### src/rtl/mem_access_pkg.sv
// mem_access_pkg: shared types and constants for the MEM-stage load/store unit.
package mem_access_pkg;

    localparam int unsigned DATA_W = 32;
    localparam int unsigned BE_W   = DATA_W / 8;

    // Access sequencing states
    typedef enum logic [1:0] {
        IDLE   = 2'd0,
        ACCESS = 2'd1,
        DONE   = 2'd2
    } mem_state_e;

    // RV32I load/store funct3 encodings
    localparam logic [2:0] F3_B  = 3'b000;
    localparam logic [2:0] F3_H  = 3'b001;
    localparam logic [2:0] F3_W  = 3'b010;
    localparam logic [2:0] F3_BU = 3'b100;
    localparam logic [2:0] F3_HU = 3'b101;

    // Loads accept all five widths; stores only the signed-named three
    function automatic logic f3_legal(input logic is_load, input logic [2:0] f3);
        case (f3)
            F3_B, F3_H, F3_W: f3_legal = 1'b1;
            F3_BU, F3_HU:     f3_legal = is_load;
            default:          f3_legal = 1'b0;
        endcase
    endfunction

endpackage

### src/rtl/mem_lane_align.sv
// mem_lane_align: byte-lane steering for stores, lane extraction and
// sign/zero extension for loads, and misalignment detection.
// Build option: MEM_MISALIGN_TRAP_EN reports misaligned halfword/word accesses;
// without it the lane is rounded down to the natural boundary and misalign is 0.
module mem_lane_align
    import mem_access_pkg::*;
(
    input  logic [2:0]        funct3,
    input  logic [1:0]        addr_lo,
    input  logic [DATA_W-1:0] store_data,
    input  logic [DATA_W-1:0] rdata,
    output logic [BE_W-1:0]   be,
    output logic [DATA_W-1:0] wdata,
    output logic [DATA_W-1:0] load_data,
    output logic              misalign
);

    logic [1:0]  lane;
    logic [7:0]  ld_byte;
    logic [15:0] ld_half;

    // Effective byte lane and misalignment flag for the access size
    always_comb begin
        misalign = 1'b0;
        lane     = addr_lo;
        case (funct3)
            F3_H, F3_HU: begin
`ifdef MEM_MISALIGN_TRAP_EN
                misalign = addr_lo[0];
`else
                lane = {addr_lo[1], 1'b0};
`endif
            end
            F3_W: begin
`ifdef MEM_MISALIGN_TRAP_EN
                misalign = |addr_lo;
`else
                lane = 2'b00;
`endif
            end
            default: ;
        endcase
    end

    // Byte enables and lane-replicated write data; funct3[1:0] is the size
    always_comb begin
        be    = '0;
        wdata = store_data;
        case (funct3[1:0])
            2'b00: begin
                be    = BE_W'(4'b0001 << lane);
                wdata = {4{store_data[7:0]}};
            end
            2'b01: begin
                be    = lane[1] ? 4'b1100 : 4'b0011;
                wdata = {2{store_data[15:0]}};
            end
            default: be = 4'b1111;
        endcase
    end

    // Pick the addressed byte/half and extend it to a full word
    always_comb begin
        ld_byte   = rdata[{lane, 3'b000} +: 8];
        ld_half   = lane[1] ? rdata[31:16] : rdata[15:0];
        load_data = '0;
        case (funct3)
            F3_B:    load_data = {{24{ld_byte[7]}}, ld_byte};
            F3_BU:   load_data = {24'd0, ld_byte};
            F3_H:    load_data = {{16{ld_half[15]}}, ld_half};
            F3_HU:   load_data = {16'd0, ld_half};
            F3_W:    load_data = rdata;
            default: load_data = '0;
        endcase
    end

endmodule

### src/rtl/mem_access_unit.sv
// mem_access_unit: MEM-stage load/store unit. Turns the EX/MEM access into a
// word-aligned byte-enabled request on a ready-handshaked data port, stalls the
// pipeline until it completes and returns the extended load result.
// Build option: MEM_MISALIGN_TRAP_EN (misaligned ops go straight to DONE with
// Misalign=1 and no bus access; see mem_lane_align).
module mem_access_unit
    import mem_access_pkg::*;
#(
    parameter int unsigned ADDR_W = 32
) (
    input  logic              clk,
    input  logic              reset,
    input  logic              Ex_In_Mem_Valid,
    input  logic              Ex_In_Mem_MemRead,
    input  logic              Ex_In_Mem_MemWrite,
    input  logic [2:0]        Ex_In_Mem_Funct3,
    input  logic [ADDR_W-1:0] Ex_In_Mem_Addr,
    input  logic [DATA_W-1:0] Ex_In_Mem_Store_Data,
    output logic              Dmem_Req,
    output logic              Dmem_We,
    output logic [ADDR_W-1:0] Dmem_Addr,
    output logic [DATA_W-1:0] Dmem_Wdata,
    output logic [BE_W-1:0]   Dmem_Be,
    input  logic              Dmem_Ready,
    input  logic [DATA_W-1:0] Dmem_Rdata,
    output logic              Mem_Stall,
    output logic [DATA_W-1:0] Mem_Out_Load_Data,
    output logic              Mem_Out_Misalign
);

    mem_state_e        state;
    mem_state_e        state_next;

    logic              mem_op_c;
    logic              in_idle_c;
    logic [2:0]        req_f3;
    logic [1:0]        req_lo;
    logic              req_load;
    logic [2:0]        align_f3_c;
    logic [1:0]        align_lo_c;
    logic [BE_W-1:0]   be_c;
    logic [DATA_W-1:0] wdata_c;
    logic [DATA_W-1:0] load_c;
    logic              misalign_c;

    // A real memory op; MemRead wins when both strobes are set
    assign mem_op_c = Ex_In_Mem_Valid
                    & (Ex_In_Mem_MemRead | Ex_In_Mem_MemWrite)
                    & f3_legal(Ex_In_Mem_MemRead, Ex_In_Mem_Funct3);

    // Steer from live inputs while idle, from the latched request afterwards
    assign in_idle_c  = (state == IDLE);
    assign align_f3_c = in_idle_c ? Ex_In_Mem_Funct3    : req_f3;
    assign align_lo_c = in_idle_c ? Ex_In_Mem_Addr[1:0] : req_lo;

    mem_lane_align u_lane_align (
        .funct3     (align_f3_c),
        .addr_lo    (align_lo_c),
        .store_data (Ex_In_Mem_Store_Data),
        .rdata      (Dmem_Rdata),
        .be         (be_c),
        .wdata      (wdata_c),
        .load_data  (load_c),
        .misalign   (misalign_c)
    );

    // State register
    always_ff @(posedge clk) begin
        if (reset) begin
            state <= IDLE;
        end else begin
            state <= state_next;
        end
    end

    // Next state and stall; stall is same-cycle so the op in IDLE holds EX/MEM
    always_comb begin
        state_next = state;
        Mem_Stall  = 1'b0;
        case (state)
            IDLE: begin
                if (mem_op_c) begin
                    Mem_Stall  = 1'b1;
                    state_next = misalign_c ? DONE : ACCESS;
                end
            end
            ACCESS: begin
                Mem_Stall = 1'b1;
                if (Dmem_Ready) begin
                    state_next = DONE;
                end
            end
            DONE:    state_next = IDLE;
            default: state_next = IDLE;
        endcase
        if (reset) begin
            Mem_Stall = 1'b0;
        end
    end

    // Bus request, latched access attributes and MEM/WB result registers
    always_ff @(posedge clk) begin
        if (reset) begin
            Dmem_Req          <= 1'b0;
            Dmem_We           <= 1'b0;
            Dmem_Addr         <= '0;
            Dmem_Wdata        <= '0;
            Dmem_Be           <= '0;
            Mem_Out_Load_Data <= '0;
            Mem_Out_Misalign  <= 1'b0;
            req_f3            <= '0;
            req_lo            <= '0;
            req_load          <= 1'b0;
        end else begin
            case (state)
                IDLE: begin
                    if (mem_op_c) begin
                        if (misalign_c) begin
                            Mem_Out_Misalign  <= 1'b1;
                            Mem_Out_Load_Data <= '0;
                        end else begin
                            Dmem_Req   <= 1'b1;
                            Dmem_We    <= ~Ex_In_Mem_MemRead;
                            Dmem_Addr  <= {Ex_In_Mem_Addr[ADDR_W-1:2], 2'b00};
                            Dmem_Wdata <= wdata_c;
                            Dmem_Be    <= be_c;
                            req_f3     <= Ex_In_Mem_Funct3;
                            req_lo     <= Ex_In_Mem_Addr[1:0];
                            req_load   <= Ex_In_Mem_MemRead;
                        end
                    end
                end
                ACCESS: begin
                    if (Dmem_Ready) begin
                        Dmem_Req          <= 1'b0;
                        Mem_Out_Load_Data <= req_load ? load_c : '0;
                        Mem_Out_Misalign  <= 1'b0;
                    end
                end
                default: ;
            endcase
        end
    end

endmodule

### config.mk
export PLATFORM = sky130hd
export DESIGN_NAME = mem_access_unit
export DESIGN_NICKNAME = d
export VERILOG_FILES = /design/src/rtl/mem_access_pkg.sv /design/src/rtl/mem_lane_align.sv /design/src/rtl/mem_access_unit.sv
export SDC_FILE = /design/constraint.sdc
export NUM_CORES = 1
export LEC_CHECK = 0
export ABC_AREA = 1
export CORE_MARGIN = 2
export CORE_UTILIZATION = 28
export CTS_CLUSTER_DIAMETER = 30
export DETAILED_ROUTE_END_ITERATION = 7
export GPL_ROUTABILITY_DRIVEN = 0
export MAX_ROUTING_LAYER = met4
export PLACE_DENSITY = 0.66
export SLEW_MARGIN = 20
export SYNTH_ARGS = -nofsm -noshare
export SYNTH_HDL_FRONTEND = slang
export SYNTH_SLANG_ARGS = --single-unit
### constraint.sdc
create_clock -name clk -period 2.1 [get_ports clk]
set_clock_uncertainty 0.15 [all_clocks]
set_input_delay 0.42 -clock clk [delete_from_list [all_inputs] [get_ports clk]]
set_output_delay 0.42 -clock clk [all_outputs]
set_load 0.1 [all_outputs]
[Yosys cells after proc, flatten, opt, wreduce, memory -nomap -nowiden]
Index checks and enable logic that the tools add are counted.
Operators by class
  shift-type cells: 2
  muxes and demuxes: 19
  equal/unequal tests: 12
  bitwise logic cells: 4
  reduce and logical (&&, ||, !) cells: 12
Operators with widths (count)
  32-bit one-hot mux with 5 select lines: 1
  32-bit one-hot mux with 2 select lines: 1
  32-bit 2-to-1 mux: 1
  32-bit by 6-bit variable part select with 8-bit output: 1
  16-bit 2-to-1 mux: 1
  3-bit equality test (second input constant): 4
  2-bit one-hot mux with 2 select lines: 2
  4-bit one-hot mux with 2 select lines: 1
  3-bit by 1-bit equality test with 1-bit output (second input constant): 2
  3-bit by 2-bit equality test with 1-bit output (second input constant): 2
  3-bit zero test: 2
  2-bit 2-to-1 mux: 3
  1-bit one-hot mux with 2 select lines: 3
  2-bit AND reduction: 3
  2-bit by 1-bit equality test with 1-bit output (second input constant): 2
  2-bit zero test: 2
  1-bit 2-to-1 mux: 4
  4-bit 2-to-1 mux: 1
  2-bit != test (second input constant): 2
  2-bit OR reduction: 2
  1-bit by 2-bit << shifter with 4-bit output (first input constant): 1
  3-bit 2-to-1 mux: 1
  3-bit AND reduction: 1
  3-bit OR reduction: 1
  other kinds (4): 5
Storage, ports and cells
  bits in registers: 108
  logic and storage cells: 59
  bits of input ports: 105
  output and inout bits: 104

[Depth between registers and ports, before layout]
  word-level depth: 8
  mapped depth: 16
  mapped depth without buffers: 15

[Hierarchy]
A second synthesis with hierarchy kept.
Unflattened totals
  cell total of the unflattened synthesis: 921
  area total of the unflattened synthesis: 5684.2 µm²
Modules (own cells, without submodules)
  mem_access_unit: instances 1, seq. area each 2182.1 µm², area each 4410.5 µm², cells each 641
  mem_lane_align: instances 1, seq. area each 0.0 µm², area each 1273.7 µm², cells each 280

[Least setup slack after synthesis]
No wires, ideal clock.
  path type: input to output
  start point: input port Ex_In_Mem_Funct3[2]
  end point: output port Mem_Stall
  arrival time: 3.200 ns
  stages: 6
  path buffers: 1
  data required time: 1.530 ns
  path slack: -1.670 ns
  path through: inv_1 nand2_1 a21oi_1 nand3_1 clkbuf_1 a211oi_1
Between the ends
  longest elaborated chain between the ends: 7
  elaborated cells on any way between the ends: 12
  classes of those cells: eq/ne: 4; mux: 4; bitwise: 1; reduce/logical: 3
Ends and longest elaborated chain
  from (decl): RTL line mem_access_unit.sv:16  | input logic [2:0] Ex_In_Mem_Funct3,
  3-bit by 1-bit equality test with 1-bit output, or another cell as far along: RTL line mem_access_pkg.sv:23  | case (f3)
  3-bit OR reduction / 2-bit OR reduction (equally long branches): RTL line mem_access_pkg.sv:23
  1-bit one-hot mux with 2 select lines (*): RTL line mem_access_pkg.sv:23
  1-bit bitwise AND (*): RTL line mem_access_unit.sv:49  | & f3_legal(Ex_In_Mem_MemRead, Ex_In_Mem_Funct3);
  1-bit 2-to-1 mux (*): RTL line mem_access_unit.sv:82  | if (mem_op_c) begin
  1-bit one-hot mux with 2 select lines (*): RTL line mem_access_unit.sv:80  | case (state)
  1-bit 2-to-1 mux (*): RTL line mem_access_unit.sv:96  | if (reset) begin
  to (decl): RTL line mem_access_unit.sv:26  | output logic Mem_Stall,
Every way passes the cells marked *; elsewhere a longest branch is shown, timed or not.

[Final worst setup path]
  start point: register state[1]
  end point: register Mem_Out_Load_Data[19]
Between the ends
  longest elaborated chain between the ends: 8
  elaborated cells on any way between the ends: 16
  classes of those cells: eq/ne: 5; shift: 1; mux: 6; reduce/logical: 4
Ends and longest elaborated chain
  from (decl): RTL line mem_access_unit.sv:31  | mem_state_e state;
  from (signal assigned): RTL line mem_access_unit.sv:72  | state <= state_next;
  2-bit zero test: RTL line mem_access_unit.sv:52, mem_access_unit.sv:115
  3-bit 2-to-1 mux: RTL line mem_access_unit.sv:53  | assign align_f3_c = in_idle_c ? Ex_In_Mem_Funct3 : req_f3;
  3-bit by 1-bit equality test with 1-bit output / 3-bit equality test (equally long branches): RTL line mem_lane_align.sv:26, mem_lane_align.sv:67
  2-bit OR reduction: RTL line mem_lane_align.sv:26  | case (funct3)
  2-bit one-hot mux with 2 select lines: RTL line mem_lane_align.sv:26
  32-bit by 6-bit variable part select with 8-bit output / 16-bit 2-to-1 mux (equally long branches): RTL line mem_lane_align.sv:64, mem_lane_align.sv:65
  32-bit one-hot mux with 5 select lines: RTL line mem_lane_align.sv:67  | case (funct3)
  32-bit 2-to-1 mux: RTL line mem_access_unit.sv:136  | Mem_Out_Load_Data <= req_load ? load_c : '0;
  to (signal assigned): RTL line mem_access_unit.sv:136
  to (decl): RTL line mem_access_unit.sv:27  | output logic [DATA_W-1:0] Mem_Out_Load_Data,
Several ways; a longest one is shown, not always the timed one.
A chain may end at the register's enable or synchronous reset.

==> metrics.csv <==
stage;metric;value;unit
placed_design;Detail Placement HPWL;13100;um
setup_path;Setup crit start;state[1];
synth;Post-Syn Instances;780;
synth;Netlist cell types;27;
setup_path;Worst Path Class, Setup;reg2reg;
status;status;finished with violations;
power;switching share of total power;37.9;%
grt;Total GRT Usage;19.0;%
synth;syn avg cell area;6.61;um2
grt;grt ovf;0;
grt;global-route wire length before repair;29000;um
route;ANT nets after route;0;
power;combinational power share;33.2;%
grt;largest net degree at the start of global routing;45;
clock_network;cts hold-fix bufs;0;
synth;post-synthesis xor/xnor area fraction;0;%
placed_design;# port buffers;205;
synth;compound-gate portion of the synthesized area;20.5;%
die;Starting Density;28.6;%
setup_path;Reg2Reg Depth;15;
clock_network;Max H-tree Level;3;
route;drt first pass iters;4;
route;WL/cell;15.0;um
sta;RSZ-0062 raised after global routing;yes;
synth;Simple-Gate Fraction of Synth Area;26.8;%
route;via/cell ratio;4.75;
sta;Fmax achieved;449;MHz
grt;vias in the first global route;5700;
route;via count;5964;
power;Max VDD drop;0.427;mV
status;violated checks;setup timing;
setup_path;crit-path leading delay family;simple AND/OR/NAND/NOR gates;
clock_network;TritonCTS Buffers;9;
clock_network;clock latency on the worst-skew pair;0.37;ns
layout;Area Growth Syn to Fin;63.3;%
die;die height;140;um
setup_path;Slowest-stage cell, CP;dfxtp_4;
clock_network;Clock Tree Buf Depth;2;
setup_path;CP cell instances;buf_6, nor2_4, nand2_1, nand2_2, nand3_4, buf_6, nand4_1, nand2_1, nand2_1, nand2_2, nand2_4, clkbuf_16, nand2_1, nand2_1, a21oi_2;
route;drt drc;0;
synth;adder-cell share of the synthesized area;0;%
job;maxcap violations;0;
route;First DRT Iteration DRCs;346;
synth;Async SR Flop Fraction;0;%
sta;slew of the pin with the lowest slew margin;0.571;ns
synth;post-synth top area cell;dfxtp_1;
sta;final worst setup slack;-0.127;ns
setup_path;reg-to-reg setup timing slack;-0.13;ns
die;IO Pins;209;
sta;Hold WS;0.269;ns
setup_path;critical path startpoint category;register;
synth;synthesized cell area;0.00515;mm2
power;NetSw;0.00225;W
grt;initial antenna violation count;1;
power;Int Power;0.00369;W
placed_design;Post-Place Setup Slack;-0.463;ns
power;Seq pwr share;36.8;%
die;Core Rows;49;
route;WL final;18800;um
sta;period utilization;106;%
setup_path;crit path DAT;2.31;ns
synth;Post-synth top flop;dfxtp_1;
power;Clock Power Share;30.0;%
synth;share of the synthesized area in the top cell type;41.9;%
die;die extent in x;140;um
layout;nets;1125;
setup_path;Critical R2R Launch;state[1];
synth;largest family of logic cells by synthesized area;simple AND/OR/NAND/NOR gates;
hold_path;hold crit path type;in2reg;
clock_network;clock slew at reported path FFs;0.08;ns
power;Pwr Density;706;mW/mm2
setup_path;Worst R2R End;Mem_Out_Load_Data[19];
hold_path;Worst Hold Depth;4;
synth;top post-synthesis cells by area;dfxtp_1, nand2_1, a21oi_1;
sta;# setup viols final;29;
sta;Final Hold Vio Count;0;
layout;share of layout cells above drive strength 1;25.8;%
die;die area;0.0195;mm2
synth;yosys warns;0;
synth;Post-synth top cells;nand2_1, a21oi_1, dfxtp_1;
hold_path;Hold Path Origin;reset;
setup_path;Worst setup EP type;register;
setup_path;maximum fanout along the worst path;6;
sta;post-route minimum period;2.23;ns
die;core area;0.0180;mm2
synth;most common cell in the netlist;nand2_1;
synth;sequential share of the synthesized area;41.9;%
sta;Final Max Tran Viols;0;
hold_path;Hold EP;req_f3[0];
sta;Slew HR;62.0;%
power;Leak;3.77;nW
setup_path;largest stage delay on the critical path;0.35;ns
clock_network;root buffer cell;clkbuf_16;
clock_network;# clock sinks;108;
setup_path;CP required;2.18;ns
synth;number of synthesized flops with an enable pin;0;
synth;Synth Register Bits;108;
setup_path;crit-path most repeated cell;nand2_1;
synth;mux contribution to synthesized area;0;%
clock_network;CTS tree;built;
setup_path;WP buf/inv;3;
[layout by cell type, fill, tap and decap left out, drive strengths merged]
| master | count |
|---|---|
| dfxtp | 108 |
| clkdlybuf4s15 | 1 |
| a211oi | 1 |
| nand4 | 6 |
| clkbuf | 12 |
| a21oi | 125 |
| nor2 | 29 |
| conb | 3 |
| clkdlybuf4s50 | 98 |
| dlygate4sd2 | 4 |
| nand2 | 276 |
| nand3b | 1 |
| nand3 | 27 |
| a31oi | 9 |
| buf | 173 |
| inv | 87 |
| o211ai | 15 |
| clkinv | 1 |
| diode | 1 |
| o21ai | 49 |
[stage by stage]
stage	util, %	cell area, um2	std cells	setup TNS [ns]	power [W]
after floorplan	-	5200	782	-0.319	0.00341
after global placement	42.8	7720	1219	-35.75	0.00407
after detailed placement	42.8	7720	1219	-36.71	0.00407
after CTS	45.3	8170	1245	-0.688	0.00591
after global routing	46.7	8420	1255	-7.14	0.00622
final	46.7	8420	1255	-2.86	0.00595
[registers in the layout, summed over array words and instances (netlist names)]
name               cells
Dmem_Wdata            32
Mem_Out_Load_Data     32
Dmem_Addr             30
Dmem_Be                4
req_f3                 3
req_lo                 2
state                  2
Dmem_Req               1
Dmem_We                1
req_load               1
[kinds of logic (layout without fill, tap and decap cells)]
logic type | Yosys count | in the layout
buf+inv | 134 | 376
simple gates | 338 | 339
flops | 108 | 108
compound gates | 199 | 199
other cells | 1 | 4
[routing by layer]
layer,track usage (%),routed length (um),vias up
met5,-,0,-
met4,4.16,237,0
met3,5.51,1430,20
met2,30.4,8930,227
met1,23.8,8240,2742
li1,-,-,2975
[area by class of cell]
cell class	count	area, um2
antenna	1	2.50
clock buffer	10	239
clock inverter	6	62.6
fill	1824	9610
inverter	82	333
multi-input combinational	541	2660
sequential	108	2170
tap	229	287
timing repair buffer	278	2670
[power groups by stage]
| stage | clock network [W] | registers, W | logic, W |
|---|---|---|---|
| after floorplan | 0 | 0.00280 | 0.000613 |
| after global placement | 0 | 0.00224 | 0.00183 |
| after detailed placement | 0 | 0.00224 | 0.00183 |
| after CTS | 0.00184 | 0.00219 | 0.00188 |
| after global routing | 0.00191 | 0.00220 | 0.00211 |
| final | 0.00178 | 0.00219 | 0.00197 |
[repair_timing]
item / in CTS / in global routing
pin swaps: 7 / 13
gates cloned: 1 / 3
endpoints found under the hold margin: 0 / 0
setup buffers: 10 / 7
resized for setup: 30 / 47
setup endpoints to repair: 30 / 41
[worst max path at each step]
stage	slack, ns	to	cells past startpoint
final	-0.13	Mem_Out_Load_Data[19]	15
after detailed placement	-0.46	Mem_Out_Load_Data[17]	15
after floorplan	-0.32	Mem_Stall	6
after global placement	-0.44	Mem_Out_Load_Data[15]	15
after global routing	-0.24	Mem_Out_Load_Data[29]	15
after CTS	-0.05	Mem_Out_Load_Data[17]	16
[tightest hold or removal path, cell delays in order]
cell and delay [ns]:
buf_2 0.14, inv_1 0.08, o21ai_0 0.07, a21oi_1 0.04
Note: power is estimated with default switching activity, not from simulation.
